--- src/rtl/instr_sequencer_if.sv ---
//------------------------------------------------------------------------------
// Module      : instr_sequencer_if
// Description : Instruction-memory and datapath control bundle of the sequencer.
// Revision    : 1.0 - initial release
//------------------------------------------------------------------------------
`default_nettype none

interface instr_sequencer_if #(
  parameter int PC_W = 8,
  parameter int IW   = 18
);
  logic [PC_W-1:0] imem_addr;
  logic [IW-1:0]   imem_data;
  logic [7:0]      result;
  logic            ovf;
  logic            take_branch;
  logic            RegWrite;
  logic [1:0]      ReadAddr1;
  logic [1:0]      ReadAddr2;
  logic [1:0]      WriteAddr;
  logic [8:0]      WriteData;
  logic [7:0]      Instr_i;
  logic            ALUSrc1;
  logic            ALUSrc2;
  logic [2:0]      ALUOp;

  modport master (
    output imem_addr,
    input  imem_data,
    input  result,
    input  ovf,
    input  take_branch,
    output RegWrite,
    output ReadAddr1,
    output ReadAddr2,
    output WriteAddr,
    output WriteData,
    output Instr_i,
    output ALUSrc1,
    output ALUSrc2,
    output ALUOp
  );

  modport slave (
    input  imem_addr,
    output imem_data,
    output result,
    output ovf,
    output take_branch,
    input  RegWrite,
    input  ReadAddr1,
    input  ReadAddr2,
    input  WriteAddr,
    input  WriteData,
    input  Instr_i,
    input  ALUSrc1,
    input  ALUSrc2,
    input  ALUOp
  );
endinterface

`default_nettype wire

--- src/rtl/instr_sequencer.sv ---
//------------------------------------------------------------------------------
// Module      : instr_sequencer
// Description : Three-cycle fetch/decode/execute control stage driving the ALU datapath.
// Revision    : 1.0 - initial release
//------------------------------------------------------------------------------
`default_nettype none

module instr_sequencer #(
  parameter int PC_W = 8,
  parameter int IW   = 18
) (
  input  logic                   clk,
  input  logic                   rst,
  input  logic                   run,
  instr_sequencer_if.master      bus,
  output logic [PC_W-1:0]        pc,
  output logic                   halted
);

  localparam logic [2:0] ST_IDLE   = 3'd0;
  localparam logic [2:0] ST_FETCH  = 3'd1;
  localparam logic [2:0] ST_DECODE = 3'd2;
  localparam logic [2:0] ST_EXEC   = 3'd3;
  localparam logic [2:0] ST_HALT   = 3'd4;

  localparam logic [1:0] CLS_R  = 2'b00;
  localparam logic [1:0] CLS_I  = 2'b01;
  localparam logic [1:0] CLS_LI = 2'b10;
  localparam logic [1:0] CLS_BR = 2'b11;

  logic [2:0]      state;
  logic [2:0]      state_nxt;
  logic [IW-1:0]   ir;
  logic [1:0]      cls;
  logic            halt_bit;
  logic [PC_W-1:0] pc_inc;
  logic [PC_W-1:0] pc_br;

  assign cls      = ir[17:16];
  assign halt_bit = ir[8];
  assign pc_inc   = pc + PC_W'(1);
  // Size cast of a signed operand sign-extends the 8-bit offset to PC_W.
  assign pc_br    = pc_inc + PC_W'($signed(ir[7:0]));

  always_ff @(posedge clk) begin
    if (rst) begin
      state <= ST_IDLE;
    end else begin
      state <= state_nxt;
    end
  end

  always_comb begin
    state_nxt = state;
    case (state)
      ST_IDLE:   state_nxt = run ? ST_FETCH : ST_IDLE;
      ST_FETCH:  state_nxt = ST_DECODE;
      ST_DECODE: state_nxt = ST_EXEC;
      ST_EXEC:   state_nxt = halt_bit ? ST_HALT : ST_FETCH;
      ST_HALT:   state_nxt = ST_HALT;
      default:   state_nxt = ST_IDLE;
    endcase
  end

  always_ff @(posedge clk) begin
    if (rst) begin
      pc <= '0;
      ir <= '0;
    end else begin
      if (state == ST_DECODE) begin
        ir <= bus.imem_data;
      end
      if ((state == ST_EXEC) && !halt_bit) begin
        pc <= ((cls == CLS_BR) && bus.take_branch) ? pc_br : pc_inc;
      end
    end
  end

  // RegWrite is gated by rst so an aborted instruction never reaches the register file.
  always_comb begin
    bus.imem_addr = pc;
    bus.RegWrite  = (state == ST_EXEC) && !rst && !halt_bit && (cls != CLS_BR);
    bus.ReadAddr1 = ir[12:11];
    bus.ReadAddr2 = ir[10:9];
    bus.WriteAddr = ir[12:11];
    bus.WriteData = {bus.ovf, bus.result};
    bus.Instr_i   = ir[7:0];
    bus.ALUOp     = ir[15:13];
    bus.ALUSrc1   = (cls == CLS_LI);
    bus.ALUSrc2   = (cls == CLS_I) || (cls == CLS_LI);
    halted        = (state == ST_HALT);
  end

endmodule

`default_nettype wire
--- src/flat_wrapper.sv ---
// flat-port wrapper written by rule: the top's interface ports become plain ports
module instr_sequencer_flat 
#(
  parameter int PC_W = 8,
  parameter int IW   = 18
)
  (clk, rst, run, pc, halted, bus_imem_addr, bus_imem_data, bus_result, bus_ovf, bus_take_branch, bus_RegWrite, bus_ReadAddr1, bus_ReadAddr2, bus_WriteAddr, bus_WriteData, bus_Instr_i, bus_ALUSrc1, bus_ALUSrc2, bus_ALUOp);
  instr_sequencer_if #(.PC_W(PC_W), .IW(IW)) bus_i ();
  input  logic clk;
  input  logic rst;
  input  logic run;
  output logic [PC_W-1:0] pc;
  output logic halted;
  output wire logic [$bits(bus_i.imem_addr)-1:0] bus_imem_addr;
  input wire logic [$bits(bus_i.imem_data)-1:0] bus_imem_data;
  input wire logic [$bits(bus_i.result)-1:0] bus_result;
  input wire logic [$bits(bus_i.ovf)-1:0] bus_ovf;
  input wire logic [$bits(bus_i.take_branch)-1:0] bus_take_branch;
  output wire logic [$bits(bus_i.RegWrite)-1:0] bus_RegWrite;
  output wire logic [$bits(bus_i.ReadAddr1)-1:0] bus_ReadAddr1;
  output wire logic [$bits(bus_i.ReadAddr2)-1:0] bus_ReadAddr2;
  output wire logic [$bits(bus_i.WriteAddr)-1:0] bus_WriteAddr;
  output wire logic [$bits(bus_i.WriteData)-1:0] bus_WriteData;
  output wire logic [$bits(bus_i.Instr_i)-1:0] bus_Instr_i;
  output wire logic [$bits(bus_i.ALUSrc1)-1:0] bus_ALUSrc1;
  output wire logic [$bits(bus_i.ALUSrc2)-1:0] bus_ALUSrc2;
  output wire logic [$bits(bus_i.ALUOp)-1:0] bus_ALUOp;
  assign bus_imem_addr = bus_i.imem_addr;
  assign bus_i.imem_data = bus_imem_data;
  assign bus_i.result = bus_result;
  assign bus_i.ovf = bus_ovf;
  assign bus_i.take_branch = bus_take_branch;
  assign bus_RegWrite = bus_i.RegWrite;
  assign bus_ReadAddr1 = bus_i.ReadAddr1;
  assign bus_ReadAddr2 = bus_i.ReadAddr2;
  assign bus_WriteAddr = bus_i.WriteAddr;
  assign bus_WriteData = bus_i.WriteData;
  assign bus_Instr_i = bus_i.Instr_i;
  assign bus_ALUSrc1 = bus_i.ALUSrc1;
  assign bus_ALUSrc2 = bus_i.ALUSrc2;
  assign bus_ALUOp = bus_i.ALUOp;
  instr_sequencer #(.PC_W(PC_W), .IW(IW)) u_core (.clk(clk), .rst(rst), .run(run), .bus(bus_i), .pc(pc), .halted(halted));
endmodule
--- config.mk ---
export PLATFORM = sky130hd
export DESIGN_NAME = instr_sequencer_flat
export DESIGN_NICKNAME = d
export VERILOG_FILES = /design/src/rtl/instr_sequencer_if.sv /design/src/rtl/instr_sequencer.sv /design/src/flat_wrapper.sv
export SDC_FILE = /design/constraint.sdc
export NUM_CORES = 1
export LEC_CHECK = 0
export CAP_MARGIN = 20
export CORE_ASPECT_RATIO = 1.75
export CORE_UTILIZATION = 42
export DETAILED_ROUTE_END_ITERATION = 16
export PLACE_DENSITY = 0.85
export SLEW_MARGIN = 20
export SYNTH_ARGS = -nofsm -noshare
export SYNTH_HDL_FRONTEND = slang
export SYNTH_SLANG_ARGS = --single-unit
--- constraint.sdc ---
create_clock -name clk -period 4.36 [get_ports clk]
set_input_delay 0.872 -clock clk [delete_from_list [all_inputs] [get_ports clk]]
set_output_delay 0.872 -clock clk [all_outputs]
set_load 0.02 [all_outputs]
# Yosys cells after proc, flatten, opt, wreduce, memory -nomap -nowiden

Index checks and enable logic that the tools add are counted.

Reductions and logical operators: 9
Equality and inequality tests: 8
Multiplexer cells: 4
Add/sub/neg operators: 2

Operator list:

| operator              | number |
|---|---|
| $pmux W3 S5           | 1 |
| $add A8 B1 Y8 const B | 1 |
| $add A8 B8 Y8         | 1 |
| $mux W8               | 1 |
| $eq A3 B2 Y1 const B  | 2 |
| $logic_and A1 B1 Y1   | 5 |
| $eq A2 B2 Y1 const B  | 2 |
| $eq A3 B1 Y1 const B  | 1 |
| $eq A3 B3 Y1 const B  | 1 |
| $logic_not A3 Y1      | 1 |
| $mux W3               | 1 |
| $eq A2 B1 Y1 const B  | 1 |
| $logic_not A1 Y1      | 2 |
| $ne A2 B2 Y1 const B  | 1 |
| $logic_or A1 B1 Y1    | 1 |
| $mux W1               | 1 |

Input bits: 31
Output and inout bits: 46
Register bits after elaboration: 29
Word-level logic and storage cells: 26

# Logic depth before layout (Yosys ltp)

Gate-level depths: netlist of the first run.

Word-level depth: 4
Gate-level depth with buffers: 10
Mapped depth without buffers: 10

# Worst setup path before layout of the first run

Ideal clock, no wire load.

Kind: register to register
Start: register u_core.pc[1], in the netlist u_core.bus.imem_addr[1]
End: register u_core.pc[7], in the netlist u_core.bus.imem_addr[7]
Required time: 4.237 ns
Cell stages (with the launch flop): 10
Clock period less this slack: 2.650 ns
Arrival time: 2.527 ns
Slack: 1.710 ns
Path buffers: 0
Setup time: 0.123 ns
Cells stage by stage: dfxtp_1 -> ha_1 -> nand3_1 -> xnor2_1 -> ha_1 -> or3_1 -> o22ai_1 -> mux2i_1 -> mux2i_1 -> mux2_1

Word-level cells in the longest chain between the ends: 3

RTL lines:

| what                   | line                  | RTL |
|---|---|---|
| from (decl)            | instr_sequencer.sv:16 | `output logic [PC_W-1:0] pc,` |
| from (signal assigned) | instr_sequencer.sv:74 | `pc <= ((cls == CLS_BR) && bus.take_branch) ? pc_br : pc_inc;` |
| $add A8 B1 Y8 *        | instr_sequencer.sv:41 | `assign pc_inc = pc + PC_W'(1);` |
| $add A8 B8 Y8          | instr_sequencer.sv:43 | `assign pc_br = pc_inc + PC_W'($signed(ir[7:0]));` |
| $mux W8 *              | instr_sequencer.sv:74 |  |

Every way passes the cells marked *; elsewhere a longest branch is shown, timed or not.
A chain may end at the register's enable or synchronous reset.

# Worst setup path in the final report of the first run

Start: input port rst
End: output port bus_RegWrite

Word-level cells in the longest chain between the ends: 4

RTL lines:

| what                              | line                  | RTL |
|---|---|---|
| from (decl)                       | flat_wrapper.sv:10    | `input logic rst;` |
| $logic_not A1 Y1                  | instr_sequencer.sv:82 | `bus.RegWrite = (state == ST_EXEC) && !rst && !halt_bit && (cls != CLS_BR);` |
| $logic_and A1 B1 Y1 (3 in series) | instr_sequencer.sv:82 |  |
| to (decl)                         | flat_wrapper.sv:19    | `output wire logic [$bits(bus_i.RegWrite)-1:0] bus_RegWrite;` |

No other way between the ends.

==> impl_metrics.prom, run 1 <==
# TYPE chip_impl_metric gauge
chip_impl_metric{name="ios",unit=""} 77
chip_impl_metric{name="net_switching_power",unit="mW"} 0.2314
chip_impl_metric{name="netlist-cell-type-count",unit=""} 37
chip_impl_metric{name="p_total",unit="mW"} 0.7575
chip_impl_metric{name="synthesis.area_per_instance",unit="sq um"} 7.838
chip_impl_info{name="grt_setup_unrepaired",value="no"} 1
chip_impl_metric{name="final_util",unit="%"} 54.66
chip_impl_metric{name="gr-total-overflow",unit=""} 0
chip_impl_metric{name="hold_buffers",unit=""} 0
chip_impl_info{name="critical_path.startpoint_type",value="input pin"} 1
chip_impl_info{name="synth_area_leaders",value="dfxtp_1 (32%), buf_4 (14%), nand2_1 (10%), ha_1 (7.6%), a21oi_1 (6.9%)"} 1
chip_impl_metric{name="yosys.area_share.adder",unit="%"} 8.708
chip_impl_metric{name="drv.max_cap_violation_count",unit=""} 0
chip_impl_info{name="cts_root_buf",value="clkbuf_8"} 1
chip_impl_metric{name="ff2ff_setup_slack",unit="ns"} 1.59
chip_impl_metric{name="post_synth_mux_area_share",unit="%"} 2.281
chip_impl_metric{name="achievable-frequency",unit="MHz"} 314.6
chip_impl_metric{name="total_leakage_power",unit="nW"} 0.8632
chip_impl_metric{name="hold_ws",unit="ns"} 0.4527
chip_impl_metric{name="setup-tns-final",unit="ns"} 0
chip_impl_metric{name="vias",unit=""} 1548
chip_impl_info{name="min-delay-path-class",value="register to register"} 1
chip_impl_metric{name="floorplan.rows",unit=""} 31
chip_impl_metric{name="use_met3",unit="%"} 4.124
chip_impl_metric{name="setup_viol_count_final",unit=""} 0
chip_impl_metric{name="grt_use_met2",unit="%"} 35.54
chip_impl_metric{name="gp_routability_congestion",unit=""} 0.8860
chip_impl_metric{name="area_fraction_in_compound_gates_after_synthesis",unit="%"} 14.58
chip_impl_info{name="synth_ff_type",value="dfxtp_1"} 1
chip_impl_metric{name="first_pass_grt_wire_length",unit="microns"} 6534
chip_impl_info{name="critical_path.top_delay_family",value="buffers and inverters"} 1
chip_impl_metric{name="internal_power",unit="mW"} 0.5261
chip_impl_metric{name="port_buffers",unit=""} 58
chip_impl_metric{name="layout.filler_cells",unit=""} 382
chip_impl_metric{name="postLayoutCellArea",unit="sq um"} 2268
chip_impl_metric{name="area_occupied_by_multi_input_gates",unit="sq um"} 910.9
chip_impl_metric{name="fp.dieArea",unit="sq um"} 4588
chip_impl_metric{name="synth_edf_count",unit=""} 0
chip_impl_metric{name="cpPeakStageDelay",unit="ns"} 0.67
chip_impl_info{name="critPathMostFrequentCell",value="clkdlybuf4s50_1"} 1
chip_impl_metric{name="grt_start_max_net_pins",unit=""} 31
chip_impl_metric{name="die_height",unit="microns"} 88.86
chip_impl_metric{name="drc_errors",unit=""} 0
chip_impl_metric{name="post-route-period-util",unit="%"} 72.90
chip_impl_metric{name="ff_latch_area",unit="sq um"} 580.6
chip_impl_metric{name="grt.total_usage",unit="%"} 19.14
chip_impl_metric{name="synth_nets",unit=""} 274
chip_impl_metric{name="ir_drop",unit="mV"} 0.2243
chip_impl_info{name="synth_area_leader_cell",value="dfxtp_1"} 1
chip_impl_metric{name="antennaDiodeCount",unit=""} 0
chip_impl_metric{name="ys.warnings.count",unit=""} 0
chip_impl_metric{name="seqPwrFrac",unit="%"} 41.5
chip_impl_metric{name="cts_num_sinks",unit=""} 29
chip_impl_metric{name="yosys.area_share.simple",unit="%"} 19.90
chip_impl_metric{name="ctsLongestPathBuffers",unit=""} 2
chip_impl_metric{name="hold_violations",unit=""} 0
chip_impl_metric{name="dp_worst_setup_slack",unit="ns"} 1.223
chip_impl_metric{name="cts_inserted_buffers",unit=""} 5
chip_impl_metric{name="synthesis.area",unit="sq um"} 1810
chip_impl_metric{name="postRouteAntennaNets",unit=""} 0
chip_impl_info{name="end_kind",value="output port"} 1
chip_impl_metric{name="power.clock.fraction",unit="%"} 32.2
chip_impl_metric{name="area_growth_syn_to_layout",unit="%"} 25.29
chip_impl_metric{name="placed_cells_incl_taps",unit=""} 296
chip_impl_metric{name="clock_skew",unit="ns"} 0.003550
chip_impl_metric{name="clk_transition_reported_paths",unit="ns"} 0.06
chip_impl_info{name="synth.most_common_cell",value="nand2_1"} 1
chip_impl_metric{name="post_route_cells_drive_above_1_share",unit="%"} 5.098
chip_impl_metric{name="signal_arrival_time_at_the_worst_endpoint",unit="ns"} 2.31
chip_impl_metric{name="timing_worst_slew_pin_value",unit="ns"} 1.074
chip_impl_metric{name="finalNonFillerCells",unit=""} 304
chip_impl_metric{name="initial_drc_count",unit=""} 22
chip_impl_metric{name="power_per_cell_area",unit="nW/um^2"} 333.9
chip_impl_metric{name="synth.top_cell.area_share",unit="%"} 32.07
chip_impl_metric{name="detail_routed_net_length_per_standard_cell",unit="microns"} 13.01
chip_impl_metric{name="worstPathBufferInverterCount",unit=""} 2
chip_impl_metric{name="post-cts-setup-buffer-count",unit=""} 0
chip_impl_metric{name="synth_async_sr_flop_share",unit="%"} 0
chip_impl_info{name="netlist_top_cells_count",value="nand2_1 (48), buf_4 (34), dfxtp_1 (29), a21oi_1 (25), nor2_1 (13)"} 1
chip_impl_metric{name="number_of_antenna_violations_at_the_first_check_in_global_routing",unit=""} 0
chip_impl_info{name="synth_top_family_by_area",value="simple AND/OR/NAND/NOR gates"} 1
chip_impl_metric{name="timing.critical_path.required",unit="ns"} 3.49
chip_impl_metric{name="power.combinational.fraction",unit="%"} 26.3
chip_impl_metric{name="post_cts.resized_instances",unit=""} 0
chip_impl_info{name="tritoncts",value="done"} 1
chip_impl_metric{name="route.detailed.vias_per_inst",unit=""} 5.092
chip_impl_metric{name="initial_core_util",unit="%"} 43.62
chip_impl_metric{name="dp_hpwl",unit="microns"} 2895
chip_impl_metric{name="critPathMaxFanout",unit=""} 2
chip_impl_metric{name="slew-limit-headroom",unit="%"} 28.11
chip_impl_info{name="run_status",value="finished, final reports clean"} 1
chip_impl_metric{name="final-max-slew-violation-count",unit=""} 0
chip_impl_metric{name="netSwitchingFraction",unit="%"} 30.55
chip_impl_metric{name="die_w",unit="microns"} 51.63
chip_impl_metric{name="first_global_vias",unit=""} 1501
chip_impl_metric{name="final_wirelength",unit="microns"} 3956
chip_impl_metric{name="syn_inst",unit=""} 231
chip_impl_info{name="crit_path_top_delay_cell",value="clkdlybuf4s50_1"} 1
chip_impl_metric{name="post_dp_cell_area",unit="sq um"} 2167
chip_impl_metric{name="post_layout_net_count",unit=""} 297
chip_impl_metric{name="worstSkewPairLatency",unit="ns"} 0.28
chip_impl_metric{name="setup_ws",unit="ns"} 1.181
chip_impl_metric{name="timing.final.crit_period",unit="ns"} 3.179
chip_impl_metric{name="synth_seq_area_share",unit="%"} 32.07
chip_impl_info{name="setup.worst_path.class",value="input pin to output port"} 1
chip_impl_metric{name="detail_route.first_pass.iterations",unit=""} 4
chip_impl_info{name="top_usage_layer",value="met2"} 1
chip_impl_metric{name="grt_use_met1",unit="%"} 18.67
chip_impl_metric{name="cts_max_level",unit=""} 2
chip_impl_metric{name="yosys.area_share.xor_xnor",unit="%"} 4.838
chip_impl_info{name="path_cells",value="clkdlybuf4s50_1 -> nor4_1 -> clkdlybuf4s50_1"} 1
chip_impl_metric{name="fp.coreArea",unit="sq um"} 4150
chip_impl_metric{name="register_bit_total_from_synthesis",unit=""} 29
[worst reg2reg max path, delay by kind of cell (launching register included)]
family	cells	cell delay, ns
adders and majority gates	2	0.48
muxes	3	0.80
DFF	1	0.42
and+or+nand+nor	3	0.63
xor gates and xnor gates	1	0.11
AOI/OAI and AO/OA	1	0.21
[sequential cells by signal, summed over array words and instances (netlist names)]
register / flops
u_core.ir: 18
u_core.bus.imem_addr: 8
u_core.state: 3
[power groups by stage]
stage / Combinational, mW / Sequential (mW) / Clock [mW]
after floorplan: 0.151 / 0.318 / 0
after detailed placement: 0.200 / 0.320 / 0
after CTS: 0.201 / 0.315 / 0.249
after global routing: 0.220 / 0.319 / 0.263
final: 0.199 / 0.315 / 0.244
after global placement: 0.195 / 0.319 / 0
[worst paths after layout]
path                           startpoint                 endpoint  depth (start not counted)
setup / recovery                      rst             bus_RegWrite                          3
hold / removal              u_core.ir[13]            u_core.ir[13]                          2
setup reg to reg  u_core.bus.imem_addr[0]  u_core.bus.imem_addr[7]                         10
hold reg to reg             u_core.ir[13]            u_core.ir[13]                          2
[final cells by class]
cell class	count	share of cell area (%)
Clock buffer	7	4.247
Clock inverter	1	0.2206
Inverter	7	1.158
Multi-Input combinational cell	152	40.15
Sequential cell	29	25.59
Tap cell	49	2.703
Timing Repair Buffer	59	25.92
[cells in the final DEF (no fill, tap or decap), types with 2 or more instances in the layout]
| cell type | n |
|---|---|
| inv_1 | 7 |
| nor3_1 | 2 |
| o21ai_0 | 7 |
| ha_1 | 11 |
| nor2b_1 | 2 |
| a221oi_1 | 3 |
| clkdlybuf4s50_1 | 58 |
| clkbuf_8 | 7 |
| nand3_1 | 7 |
| xor2_1 | 3 |
| a21oi_1 | 25 |
| nand2_1 | 48 |
| xnor2_1 | 7 |
| nor2_1 | 13 |
| a311oi_1 | 3 |
| mux2i_1 | 3 |
| dfxtp_1 | 29 |
[logic make-up (layout without fill, tap and decap cells)]
logic type               count (synthesis)  after routing
AO/OA/AOI/OAI                           44             44
XOR/XNOR                                10             10
adder cells (fa/ha/maj)                 12             12
buffers and inverters                   50             74
flip-flops                              29             29
multiplexers                             4              4
AND/OR/NAND/NOR                         82             82
[routing by layer]
| metal | up-vias | wire, microns | share of wire (%) |
|---|---|---|---|
| li1 | 784 | - | - |
| met1 | 701 | 1486 | 38 |
| met2 | 50 | 2203 | 56 |
| met3 | 13 | 161 | 4.1 |
| met4 | 0 | 104 | 2.6 |
| met5 | - | 0 | 0 |
(Power assumes the default switching activity.)
==> run 2, diff against run 1 <==
CORE_UTILIZATION = 38   (was 42)
PLACE_DENSITY = 0.82   (was 0.85)
clock period = 2.6 ns   (was 4.36 ns; I/O delays follow)
==> run 2 against run 1 <==
  * Sequential power grew 68%
  * Worst setup slack worse by 1.1 ns
  * Die area rose by 10%
  * Non-clock buffer count rose by 7
  * Sequential share of layout area is 0.63 points lower
  * Critical path depth increased by 6
  * Count of clock-buffer cells in the layout is the same
  * Total power rose by 65%
  * Global-route usage fell by 0.67 points
==> impl_metrics.prom, run 2 (synthesized netlist as in run 1, its figures left out) <==
# TYPE chip_impl_metric gauge
chip_impl_info{name="run_status",value="finished, final reports clean"} 1
chip_impl_metric{name="clk_transition_reported_paths",unit="ns"} 0.06
chip_impl_info{name="min-delay-path-class",value="register to register"} 1
chip_impl_metric{name="setup_viol_count_final",unit=""} 0
chip_impl_metric{name="power.combinational.fraction",unit="%"} 27.4
chip_impl_metric{name="initial_core_util",unit="%"} 40.37
chip_impl_metric{name="cts_inserted_buffers",unit=""} 5
chip_impl_metric{name="drv.max_cap_violation_count",unit=""} 0
chip_impl_info{name="end_kind",value="register"} 1
chip_impl_info{name="crit_path_top_delay_cell",value="or3_1"} 1
chip_impl_metric{name="floorplan.rows",unit=""} 32
chip_impl_metric{name="setup-tns-final",unit="ns"} 0
chip_impl_metric{name="dp_worst_setup_slack",unit="ns"} 0.04898
chip_impl_metric{name="first_global_vias",unit=""} 1499
chip_impl_info{name="layout_commonest_cell",value="clkdlybuf4s50_1"} 1
chip_impl_info{name="cts_root_buf",value="clkbuf_8"} 1
chip_impl_metric{name="signal_arrival_time_at_the_worst_endpoint",unit="ns"} 2.66
chip_impl_metric{name="net_switching_power",unit="mW"} 0.3861
chip_impl_metric{name="die_w",unit="microns"} 54.18
chip_impl_metric{name="drc_errors",unit=""} 0
chip_impl_metric{name="timing.critical_path.required",unit="ns"} 2.77
chip_impl_metric{name="route.detailed.vias_per_inst",unit=""} 5.010
chip_impl_info{name="final_cell_mix",value="clkdlybuf4s50_1 (58), nand2_1 (48), dfxtp_1 (26)"} 1
chip_impl_metric{name="power_per_cell_area",unit="nW/um^2"} 528.2
chip_impl_metric{name="post-route-period-util",unit="%"} 96.04
chip_impl_metric{name="antennaDiodeCount",unit=""} 0
chip_impl_metric{name="critPathMaxFanout",unit=""} 6
chip_impl_metric{name="hold_buffers",unit=""} 0
chip_impl_metric{name="area_growth_syn_to_layout",unit="%"} 30.41
chip_impl_metric{name="post_layout_net_count",unit=""} 304
chip_impl_metric{name="postRouteAntennaNets",unit=""} 0
chip_impl_metric{name="initial_drc_count",unit=""} 22
chip_impl_metric{name="layout.filler_cells",unit=""} 421
chip_impl_metric{name="slew-limit-headroom",unit="%"} 63.42
chip_impl_metric{name="power.clock.fraction",unit="%"} 30.1
chip_impl_metric{name="detail_routed_net_length_per_standard_cell",unit="microns"} 13.56
chip_impl_metric{name="fp.coreArea",unit="sq um"} 4484
chip_impl_info{name="critical_path.startpoint_type",value="register"} 1
chip_impl_metric{name="hold_violations",unit=""} 0
chip_impl_metric{name="cts_num_sinks",unit=""} 29
chip_impl_metric{name="grt_start_max_net_pins",unit=""} 31
chip_impl_metric{name="vias",unit=""} 1563
chip_impl_metric{name="hold_ws",unit="ns"} 0.4536
chip_impl_metric{name="cpPeakStageDelay",unit="ns"} 0.38
chip_impl_metric{name="setup_ws",unit="ns"} 0.1030
chip_impl_metric{name="gp_routability_congestion",unit=""} 0.9386
chip_impl_info{name="path_cells",value="ha_2 -> nand3_2 -> xnor2_2 -> ha_4 -> or3_1 -> o22ai_2 -> mux2i_1 -> mux2i_1 -> mux2_1"} 1
chip_impl_metric{name="post_route_cells_drive_above_1_share",unit="%"} 11.11
chip_impl_metric{name="grt.total_usage",unit="%"} 18.47
chip_impl_info{name="setup.worst_path.class",value="register to register"} 1
chip_impl_metric{name="internal_power",unit="mW"} 0.8611
chip_impl_metric{name="seqPwrFrac",unit="%"} 42.5
chip_impl_metric{name="ir_drop",unit="mV"} 0.3361
chip_impl_metric{name="timing_worst_slew_pin_value",unit="ns"} 0.5467
chip_impl_metric{name="worstSkewPairLatency",unit="ns"} 0.28
chip_impl_metric{name="total_leakage_power",unit="nW"} 0.9211
chip_impl_info{name="register_ranked_first_by_flip_flop_count",value="u_core.ir"} 1
chip_impl_metric{name="number_of_antenna_violations_at_the_first_check_in_global_routing",unit=""} 0
chip_impl_metric{name="final_wirelength",unit="microns"} 4231
chip_impl_metric{name="dp_hpwl",unit="microns"} 3147
chip_impl_metric{name="die_height",unit="microns"} 93.31
chip_impl_metric{name="largest_register_ffs",unit=""} 18
chip_impl_metric{name="ctsLongestPathBuffers",unit=""} 2
chip_impl_info{name="critPathMostFrequentCell",value="mux2i_1"} 1
chip_impl_metric{name="gr-total-overflow",unit=""} 0
chip_impl_metric{name="clock_skew",unit="ns"} 0.004130
chip_impl_metric{name="detail_route.first_pass.iterations",unit=""} 4
chip_impl_info{name="tritoncts",value="done"} 1
chip_impl_metric{name="netSwitchingFraction",unit="%"} 30.96
chip_impl_metric{name="first_pass_grt_wire_length",unit="microns"} 6644
chip_impl_metric{name="achievable-frequency",unit="MHz"} 400.5
chip_impl_metric{name="fp.dieArea",unit="sq um"} 5055
chip_impl_metric{name="timing.final.crit_period",unit="ns"} 2.497
chip_impl_metric{name="port_buffers",unit=""} 58
chip_impl_metric{name="ios",unit=""} 77
chip_impl_metric{name="cts_max_level",unit=""} 2
chip_impl_metric{name="final-max-slew-violation-count",unit=""} 0
-- run 2: repair_timing --
action,4_1_cts,5_1_grt
setup buffers,0,1
endpoints found under the setup margin,1,1
resized for setup,2,10
pin swaps,0,2
-- run 2: area by class of cell --
type / count / area [sq um] / area share, %
Clock buffer: 7 / 86.33 / 3.657
Inverter: 7 / 26.28 / 1.113
Multi-Input combinational cell: 152 / 954.7 / 40.43
Sequential cell: 29 / 589.3 / 24.96
Tap cell: 51 / 63.81 / 2.703
Timing Repair Buffer: 66 / 640.6 / 27.13
-- run 2: power by group through the flow --
| stage | logic (mW) | registers (mW) | clock network [mW] |
|---|---|---|---|
| floorplan | 0.253 | 0.534 | 0 |
| global placement | 0.334 | 0.537 | 0 |
| detailed placement | 0.340 | 0.539 | 0 |
| CTS | 0.341 | 0.529 | 0.387 |
| global route | 0.373 | 0.536 | 0.408 |
| finish | 0.342 | 0.530 | 0.376 |
-- run 2: path summary, 6_finish.rpt --
path                                start                 endpoint  slack (ns)  cells past startpoint
setup reg to reg  u_core.bus.imem_addr[0]  u_core.bus.imem_addr[7]        0.10                      9
hold / removal              u_core.ir[15]            u_core.ir[15]        0.45                      2
hold reg to reg             u_core.ir[15]            u_core.ir[15]        0.45                      2
setup / recovery  u_core.bus.imem_addr[0]  u_core.bus.imem_addr[7]        0.10                      9
-- run 2: metrics by stage --
step / total power, mW / instance area [sq um] / instances / utilization [%]
global placement: 0.8716 / 2217 / 304 / 49.44
floorplan: 0.7866 / 1813 / 231 / -
global route: 1.317 / 2361 / 312 / 52.65
CTS: 1.257 / 2316 / 311 / 51.65
detailed placement: 0.8790 / 2217 / 304 / 49.44
finish: 1.247 / 2361 / 312 / 52.65
-- run 2: critical path: cells and delay by family (launching register included) --
kind	cells	cell delay (ns)
xor+xnor	1	0.20
flops	1	0.37
mux	3	0.77
compound gates	1	0.16
simple gates	2	0.50
fa+ha+maj	2	0.37
-- run 2: per-layer routing --
metal	global-route usage, %	wire length [microns]
met1	17.87	1626
met2	33.23	2333
met3	2.927	125
met4	12.18	145
met5	0	0
